--- config.mk ---
export PLATFORM = sky130hd
export DESIGN_NAME = serial_subtractor
export DESIGN_NICKNAME = d
export VERILOG_FILES = /design/src/rtl/serial_subtractor.sv
export SDC_FILE = /design/constraint.sdc
export NUM_CORES = 1
export LEC_CHECK = 0
export ABC_AREA = 1
export CAP_MARGIN = 20
export CORE_UTILIZATION = 53
export CTS_CLUSTER_DIAMETER = 80
export DETAILED_ROUTE_END_ITERATION = 6
export PLACE_DENSITY = 0.82
export SYNTH_ARGS = -nofsm -noshare
export SYNTH_HDL_FRONTEND = slang
export SYNTH_SLANG_ARGS = --single-unit
--- constraint.sdc ---
create_clock -name clk -period 3.4 [get_ports clk]
set_clock_uncertainty 0.2 [all_clocks]
set_input_delay 0.51 -clock clk [delete_from_list [all_inputs] [get_ports clk]]
set_output_delay 0.51 -clock clk [all_outputs]
set_load 0.02 [all_outputs]
--- src/rtl/serial_subtractor.sv ---
// serial_subtractor
//   Bit-serial subtractor computing diff = a - b - bin, LSB first, using one
//   full-subtractor cell and a borrow flip-flop. Each operation takes WIDTH
//   SHIFT cycles plus one DONE cycle.
//
//   Optional feature: define SERIAL_SUBTRACTOR_OVF_EN to add the ovf output,
//   the signed two's-complement overflow of a - b - bin.
//
// Parameters:
//   WIDTH  operand/result width in bits (>= 2)
//
// Ports:
//   clk    rising-edge clock
//   rst    synchronous, active-high reset
//   start  request, sampled only while ready=1
//   a      minuend, captured on the accepted start
//   b      subtrahend, captured on the accepted start
//   bin    borrow-in, captured on the accepted start
//   ready  high in IDLE
//   busy   high in SHIFT
//   done   one-cycle pulse in DONE
//   diff   result, held from DONE until the next accepted start
//   bout   final borrow-out, held with diff
//   ovf    (SERIAL_SUBTRACTOR_OVF_EN only) signed overflow, held with diff
module serial_subtractor #(
    parameter int WIDTH = 8
) (
    input  logic             clk,
    input  logic             rst,
    input  logic             start,
    input  logic [WIDTH-1:0] a,
    input  logic [WIDTH-1:0] b,
    input  logic             bin,
    output logic             ready,
    output logic             busy,
    output logic             done,
    output logic [WIDTH-1:0] diff,
    output logic             bout
`ifdef SERIAL_SUBTRACTOR_OVF_EN
    ,
    output logic             ovf
`endif
);

    localparam int CNT_W = $clog2(WIDTH);
    localparam logic [CNT_W-1:0] LAST = CNT_W'(WIDTH - 1);

    localparam logic [1:0] IDLE  = 2'd0;
    localparam logic [1:0] SHIFT = 2'd1;
    localparam logic [1:0] DONE  = 2'd2;

    logic [1:0]       state;
    logic [WIDTH-1:0] a_sr;
    logic [WIDTH-1:0] b_sr;
    logic             br;
    logic [CNT_W-1:0] cnt;

    logic ai;
    logic bi;
    logic d;
    logic br_next;

    // Single full-subtractor cell working on the current LSBs.
    always_comb begin
        ai      = a_sr[0];
        bi      = b_sr[0];
        d       = ai ^ bi ^ br;
        br_next = (~ai & bi) | (~(ai ^ bi) & br);
    end

    assign ready = (state == IDLE);
    assign busy  = (state == SHIFT);
    assign done  = (state == DONE);

    always_ff @(posedge clk) begin
        if (rst) begin
            state <= IDLE;
            a_sr  <= '0;
            b_sr  <= '0;
            br    <= 1'b0;
            cnt   <= '0;
            diff  <= '0;
            bout  <= 1'b0;
`ifdef SERIAL_SUBTRACTOR_OVF_EN
            ovf   <= 1'b0;
`endif
        end else begin
            case (state)
                IDLE: begin
                    if (start) begin
                        a_sr  <= a;
                        b_sr  <= b;
                        br    <= bin;
                        cnt   <= '0;
                        diff  <= '0;
                        bout  <= 1'b0;
`ifdef SERIAL_SUBTRACTOR_OVF_EN
                        ovf   <= 1'b0;
`endif
                        state <= SHIFT;
                    end
                end
                SHIFT: begin
                    diff <= {d, diff[WIDTH-1:1]};
                    a_sr <= {1'b0, a_sr[WIDTH-1:1]};
                    b_sr <= {1'b0, b_sr[WIDTH-1:1]};
                    br   <= br_next;
                    if (cnt == LAST) begin
                        // MSB step: ai/bi are the original operand MSBs here.
                        // cnt is left at LAST so it never wraps.
                        bout  <= br_next;
`ifdef SERIAL_SUBTRACTOR_OVF_EN
                        ovf   <= (ai != bi) && (d != ai);
`endif
                        state <= DONE;
                    end else begin
                        cnt <= cnt + 1'b1;
                    end
                end
                DONE: begin
                    state <= IDLE;
                end
                default: begin
                    state <= IDLE;
                end
            endcase
        end
    end

endmodule

## After elaboration in Yosys (flattened, before gate mapping)

Cells that the tools add are included.

| storage, ports and cells | value |
|---|---|
| flip-flop bits (word level) | 31 |
| latch bits | 0 |
| bits in writable memories | 0 |
| bits in read-only memories | 0 |
| output and inout bits | 12 |
| logic and storage cells | 44 |
| memories | 0 |

| operators by class | value |
|---|---|
| $add $sub $neg | 1 |
| multiply operators | 0 |
| div/mod/pow operators | 0 |
| $lt $le $gt $ge | 0 |
| equality and inequality tests | 6 |
| shift operators | 0 |
| muxes and demuxes | 17 |
| bitwise operators | 7 |
| reductions and logical operators | 6 |

Operators with widths:

| operator | count |
|---|---|
| 8-bit one-hot mux with 2 select lines | 3 |
| 8-bit two-way mux | 3 |
| 3-bit two-way mux | 2 |
| 3-bit one-hot mux with 2 select lines | 1 |
| 3-bit AND reduction | 2 |
| 2-bit two-way mux | 2 |
| 2-bit inequality test (second input constant) | 2 |
| 1-bit one-hot mux with 2 select lines | 2 |
| 2-bit one-hot mux with 2 select lines | 1 |
| 2-bit AND reduction | 2 |
| 3-bit by 1-bit adder with 3-bit output (second input constant) | 1 |
| 3-bit == test (second input constant) | 1 |
| 1-bit two-way mux | 3 |
| 1-bit bitwise AND | 2 |
| 2-bit by 1-bit == test with 1-bit output (second input constant) | 1 |
| 2-bit == test (second input constant) | 1 |
| 2-bit logical NOT | 1 |
| 2-bit by 1-bit inequality test with 1-bit output (second input constant) | 1 |
| 1-bit inverter | 2 |
| 2-bit nonzero test | 1 |
| 1-bit bitwise XOR | 2 |
| 1-bit OR | 1 |

## Longest topological paths before layout

| logic depth | value |
|---|---|
| word-level depth | 6 |
| mapped depth | 8 |

## Least setup slack after synthesis

Ideal clock, no wire load.

| timing path | value |
|---|---|
| kind | register to output |
| from | register state[1] |
| to | output port done |
| arrival time | 0.810 ns |
| path slack | 1.880 ns |
| stages on the path, launching flop included | 3 |
| buffers on the path | 0 |
| cells stage by stage | dfxtp_1 inv_4 nor2_1 |

| between the ends | value |
|---|---|
| word-level cells in the longest chain between the ends | 1 |

RTL lines:

| element | line | RTL |
|---|---|---|
| start: declaration | 52 | `logic [1:0] state;` |
| start signal: assignment | 77 | `state <= IDLE;` |
| start signal: assignment | 100 | `state <= SHIFT;` |
| start signal: assignment | 115 | `state <= DONE;` |
| 2-bit == test | 73 | `assign done = (state == DONE);` |
| end: declaration | 36 | `output logic done,` |

Every way passes these cells.

## Worst setup path after layout

| timing path | value |
|---|---|
| from | register state[0] |
| to | output port busy |

| between the ends | value |
|---|---|
| word-level cells in the longest chain between the ends | 1 |

RTL lines:

| element | line | RTL |
|---|---|---|
| 2-bit by 1-bit == test with 1-bit output | 72 | `assign busy = (state == SHIFT);` |
| end: declaration | 35 | `output logic busy,` |

Every way passes these cells.

==> flow_summary.yaml <==
cts:
  worst_skew_pair.late_latency_ps: 340
  cts_tree: "yes"
  h-tree-depth: 2
  path_clk_slew_ps: 100
  clk_path_buf_depth: 2
  cts_setup_buffers: 0
  cts-root-buf: "clkbuf_4"
  numCtsBuffers: 5
  cts_hold_buf: 0
  cts.repair.resized: 0
  cts_sinks: 31
critical_path:
  worst-path-max-fanout: 23
  crit_path_end_kind: "primary output"
  critPathArrivalTime_ps: 2100
  critPathRequiredTime_ps: 2690
  cp-start-kind: "flop"
  crit_type: "reg -> out"
global_route:
  grt_overflow: 0
  grtUsageTotal: 0.2322
  grt_pass1_vias: 1161
  antenna_found_initial: 0
  grt_max_degree: 26
  grt_pass1_wl_mm: 4.754
detailed_routing:
  wirelength_mm: 3.059
  firstDrtPassIters: 4
  drt_iter0_drc: 36
  wl_per_cell_um: 11.50
  drc: 0
  antenna_left: 0
  num_vias: 1338
  via_per_inst: 5.030
die:
  start_util: 0.5754
  die_w_um: 54.33
  fp.coreArea_um2: 2522
  dieArea_um2: 2952
  die_h_um: 54.33
  pin_count: 32
  rows: 18
place:
  dp_hpwl_mm: 2.022
  place_congestion: 0.7199
  portBuffers: 31
pwr:
  ir_drop_mv: 0.3760
  p_leak_nw: 0.7916
  powerDensity_nw_per_um2: 462.2
worst_hold_path:
  hp-class: "reg -> reg"
logic_synthesis:
  synth_area_leader_cell: "dfxtp_1"
  syn_avg_cell_area_um2: 7.115
  synth-seq-cells: 31
  synth_area_um2: 1451
  syn_inst: 204
  synth_most_common_cell: "nand2_1"
  synth_edf_count: 0
  ys_types: 21
  synth_area_leaders: "dfxtp_1 43%, nand2_1 18%, nor2_1 10%"
  synth_fp_nets: 227
  ys_warn_count: 0
  async_flop_share: 0
  yosys-top-cells-count: "71 x nand2_1, 40 x nor2_1, 31 x dfxtp_1"
  synth_ff_type: "dfxtp_1"
  synth_top_area_frac: 0.4276
  seq_area_frac_synth: 0.4276
cells_and_area:
  multi_input_area_um2: 711.9
  syn2layout_area_growth_pct: 25.26
  antennaDiodeCount: 0
  nFillCells: 231
  final_nets: 258
  register_area_um2: 620.6
  drive_gt1_frac: 0.07203
timing:
  setup_viol: 0
  hold_viol: 0
  min_period_ps: 2807
  tns_ps: 0
  slew_headroom: 0.5848
  fin_crit_sh: 0.8256
  rsz0062_at_grt: "false"
  hold-worst-slack_ps: 274.7
  drv_slew: 0
  maxClockFrequency_ghz: 0.3562
  worstMarginPinSlew_ps: 620.5
run:
  maxCapViolations: 0
status:
  outcome: "completed"
==> power breakdown <==
part           switching (mW)  internal, mW  total, mW
Sequential             0.0149         0.385      0.400
Combinational          0.0710        0.0594      0.130
Clock                   0.136         0.174      0.310
==> cell usage in the layout, fill, tap and decap left out <==
cell type,n
o21ai_4,1
o21ai_1,11
nand2_2,1
nand3_1,7
inv_4,1
o21ai_0,5
dfxtp_1,31
ha_1,2
clkbuf_4,5
inv_1,7
nand2_4,1
buf_4,2
nor2_4,1
nand2_1,71
clkinv_2,1
nand2_8,1
a21oi_1,11
clkdlybuf4s50_1,31
nand3b_1,2
nor2_1,40
inv_2,1
bufinv_16,1
clkbuf_8,1
fa_1,1
==> critical path, cell delays in order (launching register included) <==
cell and delay [ps]:
dfxtp_1 680, inv_2 90, nor2_4 90, buf_4 250
clkdlybuf4s50_1 650
==> area by class of cell <==
type | count | area share
multi-input combinational | 155 | 0.3916
sequential | 31 | 0.3414
timing repair buffer | 33 | 0.1789
clock buffer | 6 | 0.02822
tap | 30 | 0.02065
inverter | 9 | 0.01996
clock inverter | 2 | 0.01927
==> layer usage <==
layer / up-vias / wire (um) / GRT usage
met4: 0 / 66 / 0.1068
met2: 30 / 1437 / 0.3882
met5: - / 0 / 0
met1: 604 / 1425 / 0.2603
met3: 9 / 129 / 0.08611
li1: 695 / - / -
==> kinds of logic after synthesis <==
family | share of synthesized area
AOI/OAI and AO/OA | 0.1043
adders and majority gates | 0.03103
buffers and inverters | 0.08190
DFF | 0.4276
and+or+nand+nor | 0.3552
==> stage by stage <==
| stage | utilization | total power [mW] | instance area, um2 | instances | setup WS, ps |
|---|---|---|---|---|---|
| 2_1_floorplan | - | 0.4977 | 1451 | 204 | 1880 |
| 3_3_place_gp | 0.6865 | 0.5328 | 1732 | 258 | 1028 |
| 3_5_place_dp | 0.6865 | 0.5375 | 1732 | 258 | 974.6 |
| 4_1_cts | 0.7207 | 0.8429 | 1818 | 266 | 593.5 |
| 5_1_grt | 0.7207 | 0.8732 | 1818 | 266 | 505.9 |
| 6_report | 0.7207 | 0.8402 | 1818 | 266 | 592.9 |
==> flip-flops by register name (all words and copies together) (netlist names) <==
signal and count:
bout 1, a_sr 8, diff 8, cnt 3, state 2, b_sr 8
br 1
==> final timing paths <==
kind / startpoint / end / slack, ps / cells after the start
worst max-delay path: state[0] / busy / 590 / 4
worst min-delay path: diff[0] / diff[0] / 270 / 2
worst max register to register: state[0] / b_sr[5] / 1720 / 7
worst min register to register: diff[0] / diff[0] / 270 / 2
(Power assumes the default switching activity.)
